**config.mk**
```make
export PLATFORM = sky130hd
export DESIGN_NAME = decoder_pipe
export DESIGN_NICKNAME = d
export VERILOG_FILES = /design/src/rtl/decoder_pipe.sv
export SDC_FILE = /design/constraint.sdc
export NUM_CORES = 1
export LEC_CHECK = 0
export CORE_MARGIN = 3
export CORE_UTILIZATION = 47
export DETAILED_ROUTE_END_ITERATION = 6
export PLACE_DENSITY = 0.76
export SKIP_LAST_GASP = 1
export SYNTH_ARGS = -nofsm -noshare
export SYNTH_HDL_FRONTEND = slang
export SYNTH_SLANG_ARGS = --single-unit
```
**constraint.sdc**
```tcl
create_clock -name clk -period 2.5 [get_ports clk]
set_clock_uncertainty 0.2 [all_clocks]
set_input_delay 0.625 -clock clk [delete_from_list [all_inputs] [get_ports clk]]
set_output_delay 0.625 -clock clk [all_outputs]
set_load 0.02 [all_outputs]
```
**src/rtl/decoder_pipe.sv**
```systemverilog
// Shared warp decoder: decodes tagged instructions into registered bundles behind a 2-entry skid buffer.
// Optional DECODER_ILLEGAL_TRAP_EN: first illegal bundle forces finish and halts intake until reset.
package decoder_pipe_pkg;
  typedef enum logic [4:0] {
    ADD   = 5'd0,  SUB   = 5'd1,  XOR   = 5'd2,  OR    = 5'd3,  AND   = 5'd4,
    SLL   = 5'd5,  SRL   = 5'd6,  SRA   = 5'd7,  SLT   = 5'd8,  ADDI  = 5'd9,
    XORI  = 5'd10, ORI   = 5'd11, ANDI  = 5'd12, SLLI  = 5'd13, SRLI  = 5'd14,
    SRAI  = 5'd15, SLTI  = 5'd16, SLTIU = 5'd17, BEQ   = 5'd18, BNE   = 5'd19,
    BLT   = 5'd20, BGE   = 5'd21, BLTU  = 5'd22, BGEU  = 5'd23
  } alu_instruction_t;

  localparam logic [6:0] OP_R      = 7'b0110011;
  localparam logic [6:0] OP_I      = 7'b0010011;
  localparam logic [6:0] OP_LOAD   = 7'b0000011;
  localparam logic [6:0] OP_S      = 7'b0100011;
  localparam logic [6:0] OP_B      = 7'b1100011;
  localparam logic [6:0] OP_LUI    = 7'b0110111;
  localparam logic [6:0] OP_AUIPC  = 7'b0010111;
  localparam logic [6:0] OP_FINISH = 7'b1111111;
endpackage

module decoder_pipe
  import decoder_pipe_pkg::*;
#(
  parameter int DATA_WIDTH = 32,
  parameter int NUM_WARPS  = 4,
  parameter int CNT_WIDTH  = 32,
  localparam int WID_W     = (NUM_WARPS > 1) ? $clog2(NUM_WARPS) : 1
) (
  input  logic                  clk,
  input  logic                  reset_n,
  input  logic                  in_valid,
  output logic                  in_ready,
  input  logic [31:0]           in_instruction,
  input  logic [WID_W-1:0]      in_warp_id,
  output logic                  out_valid,
  input  logic                  out_ready,
  output logic [WID_W-1:0]      out_warp_id,
  output logic                  out_reg_write_enable,
  output logic                  out_mem_write_enable,
  output logic                  out_mem_read_enable,
  output logic                  out_branch,
  output logic                  out_finish,
  output logic [1:0]            out_reg_input_mux,
  output logic [DATA_WIDTH-1:0] out_immediate,
  output logic [4:0]            out_rd_address,
  output logic [4:0]            out_rs1_address,
  output logic [4:0]            out_rs2_address,
  output alu_instruction_t      out_alu_instruction,
  output logic                  out_illegal,
  output logic [CNT_WIDTH-1:0]  decode_count
);

  typedef struct packed {
    logic [WID_W-1:0]      warp;
    logic                  rwe;
    logic                  mwe;
    logic                  mre;
    logic                  branch;
    logic                  finish;
    logic [1:0]            mux;
    logic [DATA_WIDTH-1:0] imm;
    logic [4:0]            rd;
    logic [4:0]            rs1;
    logic [4:0]            rs2;
    alu_instruction_t      alu;
    logic                  illegal;
  } bundle_t;

  function automatic bundle_t decode(input logic [31:0] inst, input logic [WID_W-1:0] warp);
    bundle_t    b;
    logic       ill;
    logic [2:0] f3;
    logic [6:0] f7;
    f3     = inst[14:12];
    f7     = inst[31:25];
    ill    = 1'b0;
    b      = '0;
    b.warp = warp;
    b.alu  = ADDI;
    case (inst[6:0])
      OP_R: begin
        b.rwe = 1'b1; b.rd = inst[11:7]; b.rs1 = inst[19:15]; b.rs2 = inst[24:20];
        case (f3)
          3'b000:  if (f7 == 7'b0000000) b.alu = ADD; else if (f7 == 7'b0100000) b.alu = SUB; else ill = 1'b1;
          3'b001:  b.alu = SLL;
          3'b010:  b.alu = SLT;
          3'b100:  b.alu = XOR;
          3'b101:  if (f7 == 7'b0000000) b.alu = SRL; else if (f7 == 7'b0100000) b.alu = SRA; else ill = 1'b1;
          3'b110:  b.alu = OR;
          3'b111:  b.alu = AND;
          default: ill = 1'b1;
        endcase
      end
      OP_I: begin
        b.rwe = 1'b1; b.rd = inst[11:7]; b.rs1 = inst[19:15];
        b.imm = DATA_WIDTH'($signed(inst[31:20]));
        case (f3)
          3'b000:  b.alu = ADDI;
          3'b001:  b.alu = SLLI;
          3'b010:  b.alu = SLTI;
          3'b011:  b.alu = SLTIU;
          3'b100:  b.alu = XORI;
          3'b101:  if (f7 == 7'b0000000) b.alu = SRLI; else if (f7 == 7'b0100000) b.alu = SRAI; else ill = 1'b1;
          3'b110:  b.alu = ORI;
          3'b111:  b.alu = ANDI;
          default: ill = 1'b1;
        endcase
      end
      OP_LOAD: begin
        b.rwe = 1'b1; b.mre = 1'b1; b.mux = 2'b01; b.rd = inst[11:7]; b.rs1 = inst[19:15];
        b.imm = DATA_WIDTH'($signed(inst[31:20]));
      end
      OP_S: begin
        b.mwe = 1'b1; b.rs1 = inst[19:15]; b.rs2 = inst[24:20];
        b.imm = DATA_WIDTH'($signed({inst[31:25], inst[11:7]}));
      end
      OP_B: begin
        b.branch = 1'b1; b.rs1 = inst[19:15]; b.rs2 = inst[24:20];
        b.imm = DATA_WIDTH'($signed({inst[31], inst[7], inst[30:25], inst[11:8], 1'b0}));
        case (f3)
          3'b000:  b.alu = BEQ;
          3'b001:  b.alu = BNE;
          3'b100:  b.alu = BLT;
          3'b101:  b.alu = BGE;
          3'b110:  b.alu = BLTU;
          3'b111:  b.alu = BGEU;
          default: ill = 1'b1;
        endcase
      end
      OP_LUI: begin
        b.rwe = 1'b1; b.mux = 2'b10; b.rd = inst[11:7];
        b.imm = DATA_WIDTH'({inst[31:12], 12'h000});
      end
      OP_AUIPC: begin
        b.rwe = 1'b1; b.alu = ADD; b.rd = inst[11:7];
        b.imm = DATA_WIDTH'({inst[31:12], 12'h000});
      end
      OP_FINISH: b.finish = 1'b1;
      default:   ill = 1'b1;
    endcase
    if (ill) begin
      b         = '0;
      b.warp    = warp;
      b.alu     = ADDI;
      b.illegal = 1'b1;
`ifdef DECODER_ILLEGAL_TRAP_EN
      b.finish  = 1'b1;
`else
      b.finish  = 1'b0;
`endif
    end else begin
      b.illegal = 1'b0;
    end
    return b;
  endfunction

  bundle_t                head_q, head_d, skid_q, skid_d, new_s;
  logic [1:0]             count_q, count_d;
  logic                   in_ready_q, in_ready_d, out_valid_q, out_valid_d;
  logic                   sticky_q, sticky_d, push_s, pop_s;
  logic [CNT_WIDTH-1:0]   cnt_q, cnt_d;

  // Buffer next-state: head is always the oldest bundle, skid only holds a second one under backpressure
  always_comb begin
    new_s   = decode(in_instruction, in_warp_id);
    push_s  = in_valid && in_ready_q;
    pop_s   = out_valid_q && out_ready;
    head_d  = head_q;
    skid_d  = skid_q;
    count_d = count_q;
    case ({push_s, pop_s})
      2'b10: begin
        if (count_q == 2'd0) begin head_d = new_s; count_d = 2'd1; end
        else begin skid_d = new_s; count_d = 2'd2; end
      end
      2'b01: begin
        if (count_q == 2'd2) begin head_d = skid_q; count_d = 2'd1; end
        else begin count_d = 2'd0; end
      end
      2'b11:   head_d = new_s;
      default: count_d = count_q;
    endcase
`ifdef DECODER_ILLEGAL_TRAP_EN
    sticky_d = sticky_q || (push_s && new_s.illegal);
`else
    sticky_d = 1'b0;
`endif
    in_ready_d  = (count_d != 2'd2) && !sticky_d;
    out_valid_d = (count_d != 2'd0);
    cnt_d       = cnt_q + CNT_WIDTH'(pop_s);
  end

  // State registers; reset drops both entries and presents the zero bundle
  always_ff @(posedge clk or negedge reset_n) begin
    if (!reset_n) begin
      head_q      <= '0;
      head_q.alu  <= ADDI;
      skid_q      <= '0;
      skid_q.alu  <= ADDI;
      count_q     <= 2'd0;
      in_ready_q  <= 1'b0;
      out_valid_q <= 1'b0;
      sticky_q    <= 1'b0;
      cnt_q       <= '0;
    end else begin
      head_q      <= head_d;
      skid_q      <= skid_d;
      count_q     <= count_d;
      in_ready_q  <= in_ready_d;
      out_valid_q <= out_valid_d;
      sticky_q    <= sticky_d;
      cnt_q       <= cnt_d;
    end
  end

  assign in_ready             = in_ready_q;
  assign out_valid            = out_valid_q;
  assign out_warp_id          = head_q.warp;
  assign out_reg_write_enable = head_q.rwe;
  assign out_mem_write_enable = head_q.mwe;
  assign out_mem_read_enable  = head_q.mre;
  assign out_branch           = head_q.branch;
  assign out_finish           = head_q.finish;
  assign out_reg_input_mux    = head_q.mux;
  assign out_immediate        = head_q.imm;
  assign out_rd_address       = head_q.rd;
  assign out_rs1_address      = head_q.rs1;
  assign out_rs2_address      = head_q.rs2;
  assign out_alu_instruction  = head_q.alu;
  assign out_illegal          = head_q.illegal;
  assign decode_count         = cnt_q;

endmodule

```
Word level (Yosys, flattened, before mapping)
Cells that the tools add are included.
Widths: inputs -> output; s select.

word-level totals
  ROM bits = 0
  memories = 0
  output and inout bits = 96
  register bits = 160
  memory bits (writable) = 0
  bits of input ports = 38
  word-level logic and storage cells = 107
  bits in latches = 0

cells by class
  shift operators = 0
  muxes and demuxes = 34
  order comparisons = 0
  equality and inequality tests = 23
  reduce and logical (&&, ||, !) cells = 18
  divide/modulo/power cells = 0
  add/subtract/negate cells = 1
  bitwise logic cells = 1
  multipliers = 0

operator list
  cell                count
  $pmux 62 s3         1
  $pmux 32 s4         1
  $mux 62             2
  $mux 59             1
  $pmux 5 s8          1
  $add 32x1->32       1
  $pmux 5 s6          1
  $eq 7x6->1 const B  4
  $pmux 4 s7          1
  $pmux 5 s4          1
  $reduce_or 5->1     4
  $mux 4              4
  $mux 5              3
  $eq 7x5->1 const B  2
  $eq 7x7->1 const B  2
  $eq 3x3->1 const B  4
  $mux 1              11
  $pmux 2 s2          2
  $eq 7x2->1 const B  1
  $logic_not 7->1     1
  $eq 2x2->1 const B  3
  $eq 3x2->1 const B  2
  $mux 3              2
  $ne 2x2->1 const B  3
  16 further kinds    19

Longest topological paths before layout
Gate-level depths: netlist of run 1.

  word-level depth = 8
  depth in mapped cells = 12
  depth with buffers taken out = 9

Least setup slack after synthesis of run 1
No wires, ideal clock.

  path kind = input to register
  start point = input port out_ready
  end point = register head_q, in the netlist out_immediate[22]
  buffers on the path = 3
  setup slack = -373 ps
  cell stages on the path = 12
  data required time = 2220 ps
  arrival time = 2593 ps
  setup time = 80 ps
  path through = nand2_1 -> inv_1 -> ha_1 -> mux2_2 -> o22ai_1 -> nor2b_1 -> clkbuf_1 -> nand2_1 -> or3_1 -> buf_6 -> buf_6 -> o22ai_2

on the way
  cells in the longest elaborated chain, start to end = 4
  elaborated cells on any way between the ends = 9
  those cells by class = eq/ne (5); mux (1); reduce/logical (3)

RTL lines
  what                                                                     line  text
  from (decl)                                                              37    input logic out_ready,
  $logic_and 1x1->1 *                                                      168   pop_s = out_valid_q && out_ready;
  $eq 2x1->1 / $eq 2x2->1 (equally long branches)                          172   case ({push_s, pop_s})
  $ne 2x2->1 (no source line) / $reduce_bool 3->1 (equally long branches)  --
  $reduce_and 3->1 (no source line)                                        --
  to (decl)                                                                158   bundle_t head_q, head_d, skid_q, skid_d, new_s;

Every way passes the cells marked *; elsewhere a longest branch is shown, timed or not.
A chain may end at the register's enable or synchronous reset.

Worst setup path in the final report of run 1
  start point = input port in_valid
  end point = register head_q, in the netlist out_immediate[11]

on the way
  cells in the longest elaborated chain, start to end = 4
  elaborated cells on any way between the ends = 9
  those cells by class = eq/ne (5); mux (1); reduce/logical (3)

RTL lines
  what                                                                     line  text
  from (decl)                                                              32    input logic in_valid,
  $logic_and 1x1->1 *                                                      167   push_s = in_valid && in_ready_q;
  $eq 2x1->1 / $eq 2x2->1 (equally long branches)                          172
  $ne 2x2->1 (no source line) / $reduce_bool 3->1 (equally long branches)  --
  $reduce_and 3->1 (no source line)                                        --

Marked as above.

==> flow_metrics.tcl, run 1 <==
set metrics [dict create \
    die_w_um 131 \
    portBuffers 133 \
    required_ns 2.66 \
    cp.arrival_ns 2.62 \
    critPathMaxFanout 6 \
    worstSetupStartpointType "input pin" \
    grt_pass1_vias 6878 \
    ys_seq_elements 160 \
    place_congestion 0.965 \
    p_sw_mw 3.65 \
    ys_seq_area_share_pct 54.9 \
    num-fill-cells 978 \
    clock_latency_ns 0.44 \
    die_area_um2 17100 \
    antenna_found_initial 1 \
    slew_viol_final 0 \
    avgSynthCellArea_um2 9.96 \
    wl_per_cell_um 19.3 \
    clkPwrFrac_pct 25.4 \
    cts_buffers 17 \
    synth_edf_count 0 \
    cts_root_buf "clkbuf_16" \
    hold_viol_final 0 \
    grt_overflow 0 \
    synth_cells 733 \
    p_int_mw 6.37 \
    dp_cells 1108 \
    p_comb_share_pct 39.6 \
    grt_setup_unrepaired "yes" \
    dp_hpwl_mm 15.1 \
    setup_viol 0 \
    num_io_pins 134 \
    drc_errors 0 \
    diodes 0 \
    total_leakage_power_nw 4.81 \
    hold_class "reg2reg" \
    swShare_pct 36.4 \
    vias_per_cell 5.96 \
    grt_max_degree 69 \
    synth_area_um2 7300 \
    critPathCaptureType "register" \
    multi_input_area_um2 3410 \
    synth.distinct_cells 64 \
    postRouteWirelength_mm 22.3 \
    rows 44 \
    gr-usage-all-layers_pct 26.7 \
    ys.flop_type "dfrtp_1" \
    dr.pass1.iters 6 \
    cts.sinks 160 \
    area_growth_pct 46.5 \
    fmax_mhz 407 \
    async_reset_ff_share_pct 100 \
    final_cells 1159 \
    regArea_um2 4010 \
    fin_crit_sh_pct 98.4 \
    slew_headroom_pct 73.0 \
    drive_gt1_share_pct 24.9 \
    pwr-share-seq_pct 34.9 \
    vias 6913 \
    grt_first_pass_wirelength_mm 35.7 \
    ir_worst_vdd_mv 0.515 \
    syn_nets 776 \
    maxCapViolCount 0 \
    core_um2 14900 \
    layout.cells.most_common "dfrtp_1" \
    layout_common_cells "dfrtp_1, clkdlybuf4s50_1, buf_4" \
    synth_warnings 0 \
    final_nets 1005 \
    clockBufferDepth 2 \
    powerDensity_nw_per_um2 936 \
    final_core_util_pct 72.0 \
    die_y_um 131 \
    htree_levels 4 \
    worstMarginPinSlew_ns 0.402 \
    start_util_pct 49.1 \
    drt_iter0_drc 687 \
    status "completed" \
    ant_nets 0 \
    critical_path_class "in2reg" \
    cts_tree "yes" \
    path_clk_slew_ns 0.07 \
    final.min_clock_period_ns 2.46 \
    whs_ns 0.261 \
]
==> power groups by stage <==
stage          sequential, mW  combinational [mW]  clock, mW
2_1_floorplan            3.97                1.48          0
3_3_place_gp             3.51                3.63          0
3_5_place_dp             3.52                3.71          0
4_1_cts                  3.49                3.88       2.57
5_1_grt                  3.55                4.28       2.70
6_report                 3.50                3.97       2.55
==> metrics by stage <==
stage	cell area [um^2]	setup TNS, ns	power (mW)	setup WS, ns
after floorplan	7390	-5.97	5.45	-0.204
after global placement	9660	-68.67	7.14	-0.653
after detailed placement	9660	-74.86	7.23	-0.729
after CTS	10600	-0.0212	9.95	-0.0212
after global routing	10700	-0.0624	10.5	-0.0178
final	10700	0	10.0	0.0401
==> cells in the mapped netlist, types with 9 or more instances <==
cell	number	share of area, %
a21oi_1	70	4.8
a22o_1	26	3.1
a31o_2	10	1.2
and3_1	17	1.5
clkbuf_1	43	2.2
dfrtp_1	156	53
nand2_1	85	4.4
nand3_1	19	1.3
nor2_1	76	3.9
o21ai_0	47	3.2
o22ai_1	20	1.7
o22ai_2	9	1.5
xnor2_1	23	2.8
==> final cells by class <==
cell class	count	area share, %
multi-input combinational	516	31.9
clock buffer	19	4.14
inverter	9	0.351
clock inverter	13	1.19
timing repair buffer	258	22.8
tap	184	2.15
sequential	160	37.5
==> per-layer routing <==
metal,share of wire [%],vias up,track usage (%),wire [um]
met5,0.054,-,0,12
met4,2.2,2,9.98,484
met3,7.2,54,5.57,1620
met2,48,316,42.1,10600
met1,43,3450,36.5,9590
li1,-,3091,-,-
==> path summary, 6_finish.rpt <==
kind	slack, ns	startpoint	end	cells after the start
worst max-delay path	0.04	in_valid	out_immediate[11]$_DFFE_PN0P_	11
worst min-delay path	0.26	skid_q[1]$_DFFE_PN1P_	skid_q[1]$_DFFE_PN1P_	2
worst max register to register	0.06	in_ready$_DFF_PN0_	out_immediate[11]$_DFFE_PN0P_	10
worst min register to register	0.26	skid_q[1]$_DFFE_PN1P_	skid_q[1]$_DFFE_PN1P_	2
max in group asynchronous	1.01	reset_n	out_immediate[20]$_DFFE_PN0P_	3
min in group asynchronous	0.43	reset_n	decode_count[9]$_DFF_PN0_	2
==> sequential cells by signal (all words and copies together), names as in the netlist, 2 cells and up <==
register and count:
decode_count 32, out_reg_input_mux 2, skid_q 62, out_rs1_address 5, count_q 2, out_rd_address 5, out_rs2_address 5, out_warp_id 2
out_alu_instruction 5, out_immediate 32
==> repair_timing <==
item / CTS / global route
setup endpoints to repair: 106 / 92
gates resized for setup: 58 / 24
endpoints found under the hold margin: 30 / 0
pin swaps: 16 / 13
buffers inserted: 11 / 4
hold buffers: 1 / 0
gates cloned: 3 / 0
==> critical path, stage by stage <==
cell and delay (ns):
dlygate4sd2_1 0.24, nand2_2 0.10, inv_2 0.05, ha_4 0.15, mux2_4 0.25, o22ai_2 0.11
nor2b_4 0.19, nand2_2 0.06, or3_4 0.48, buf_16 0.19, o22ai_4 0.15
==> kinds of logic (layout without fill, tap and decap cells) <==
logic type	count (synthesis)	after routing	share of synthesized area [%]
XOR/XNOR	31	31	3.72
adder cells (fa/ha/maj)	5	5	0.857
multiplexers	5	5	0.720
AO/OA/AOI/OAI	225	225	20.5
AND/OR/NAND/NOR	250	250	16.0
buffers and inverters	57	299	3.31
flip-flops	160	160	54.9
(Power assumes the default switching activity.)
==> inputs of run 2 (changes only) <==
--- a/config.mk
+++ b/config.mk
@@ -8,7 +8,9 @@
 export CORE_MARGIN = 3
 export CORE_UTILIZATION = 47
 export DETAILED_ROUTE_END_ITERATION = 6
+export GPL_TIMING_DRIVEN = 0
 export PLACE_DENSITY = 0.76
+export REMOVE_ABC_BUFFERS = 1
 export SKIP_LAST_GASP = 1
 export SYNTH_ARGS = -nofsm -noshare
 export SYNTH_HDL_FRONTEND = slang
==> flow_metrics.tcl, run 2 (synthesis results as in run 1) <==
set metrics [dict create \
    status "finished with violations" \
    wl_per_cell_um 20.6 \
    clock_latency_ns 0.42 \
    largest-register "skid_q" \
    ir_worst_vdd_mv 0.516 \
    ant_nets 0 \
    p_comb_share_pct 39.7 \
    swShare_pct 36.1 \
    setup_ws_ns -0.0679 \
    gr-usage-all-layers_pct 25.8 \
    rows 44 \
    cts_tree "yes" \
    antenna_found_initial 0 \
    multi_input_area_um2 3470 \
    slew_viol_final 0 \
    dp_hpwl_mm 13.2 \
    critPathMaxFanout 7 \
    num_io_pins 134 \
    cts_root_buf "clkbuf_16" \
    powerDensity_nw_per_um2 987 \
    final_core_util_pct 67.9 \
    total_leakage_power_nw 4.39 \
    start_util_pct 49.1 \
    dr.pass1.iters 5 \
    grt_pass1_vias 6613 \
    finalPower_mw 9.97 \
    vias 6606 \
    vias_per_cell 6.09 \
    clkPwrFrac_pct 25.2 \
    cts_buffers 17 \
    htree_levels 4 \
    regArea_um2 4010 \
    hold_class "in2async" \
    die_area_um2 17100 \
    layout.cells.most_common "dfrtp_1" \
    grt_overflow 0 \
    grt_max_degree 94 \
    clockBufferDepth 2 \
    slew_headroom_pct 42.5 \
    worstMarginPinSlew_ns 0.863 \
    diodes 0 \
    num-fill-cells 1087 \
    critPathCaptureType "register" \
    required_ns 2.64 \
    largest_reg_flops 62 \
    pwr-share-seq_pct 35.0 \
    violations "negative setup slack" \
    maxCapViolCount 0 \
    drive_gt1_share_pct 19.1 \
    place_congestion 0.860 \
    drc_errors 0 \
    fin_crit_sh_pct 103 \
    path_clk_slew_ns 0.06 \
    hold_viol_final 0 \
    ctsHoldBuffers 0 \
    cts.sinks 160 \
    postRouteWirelength_mm 22.3 \
    p_int_mw 6.37 \
    die_y_um 131 \
    drt_iter0_drc 753 \
    critical_path_class "in2reg" \
    core_um2 14900 \
    portBuffers 133 \
    p_sw_mw 3.59 \
    grt_first_pass_wirelength_mm 34.7 \
    whs_ns 0.0545 \
    final.min_clock_period_ns 2.57 \
    cp.arrival_ns 2.71 \
    layout_common_cells "dfrtp_1, clkdlybuf4s50_1, nand2_1" \
    grt_setup_unrepaired "yes" \
    die_w_um 131 \
    fmax_mhz 389 \
    area_growth_pct 38.3 \
    final_nets 931 \
    worstSetupStartpointType "input pin" \
    setup_viol 10 \
]
[run 2: power by group through the flow]
stage	Sequential (mW)	Clock (mW)	Combinational [mW]
final	3.49	2.52	3.96
after global routing	3.55	2.65	4.23
after CTS	3.49	2.55	3.81
after detailed placement	3.51	0	3.46
after global placement	3.48	0	3.35
after floorplan	3.96	0	1.39
[run 2: final cells by class]
class,instances,share of cell area [%]
Clock buffer,20,4.42
Timing Repair Buffer,179,17.7
Multi-Input combinational cell,521,34.3
Tap cell,184,2.28
Clock inverter,12,1.16
Sequential cell,160,39.7
Inverter,9,0.347
[run 2: critical path, cell delays in order]
cell and delay [ns]:
clkdlybuf4s15_1 0.17, nand2_2 0.12, inv_2 0.06, ha_4 0.16, mux2_4 0.28, o22ai_4 0.16
nor2b_4 0.23, buf_12 0.13, nand2_8 0.07, or3_4 0.49, o22ai_4 0.21
[run 2: metrics by stage]
| stage | instance area (um^2) | TNS, ns | cells | setup WS [ns] |
|---|---|---|---|---|
| 6_report | 10100 | -0.312 | 1085 | -0.0679 |
| 5_1_grt | 10100 | -2.16 | 1085 | -0.135 |
| 4_1_cts | 9930 | -0.0431 | 1074 | -0.0289 |
| 3_5_place_dp | 8850 | -185.37 | 1013 | -2.18 |
| 3_3_place_gp | 8660 | -1443.13 | 1002 | -5.84 |
| 2_1_floorplan | 7100 | -249.07 | 685 | -2.97 |
[run 2: final timing paths]
path	start	endpoint	slack, ns	cells past startpoint
setup reg to reg	in_ready$_DFF_PN0_	out_immediate[23]$_DFFE_PN0P_	-0.07	10
hold / removal	reset_n	skid_q[11]$_DFFE_PN0P_	0.05	1
max in group asynchronous	reset_n	out_immediate[10]$_DFFE_PN0P_	1.22	2
min in group clk	in_instruction[26]	skid_q[27]$_DFFE_PN0P_	0.23	2
hold reg to reg	skid_q[1]$_DFFE_PN1P_	skid_q[1]$_DFFE_PN1P_	0.26	2
setup / recovery	out_ready	out_immediate[23]$_DFFE_PN0P_	-0.07	11
[run 2: metal layers]
layer / GRT usage [%] / routed length, um / vias up
li1: - / - / 2950
met1: 34.9 / 9200 / 3248
met2: 41.1 / 10800 / 344
met3: 5.53 / 1860 / 64
met4: 9.92 / 521 / 0
met5: 0 / 0 / -
[run 2: timing repair]
item	CTS	global route
setup buffers	24	9
resized for setup	93	35
pin swaps	22	13
hold endpoints to repair	0	0
cloned	5	2
endpoints found under the setup margin	128	99
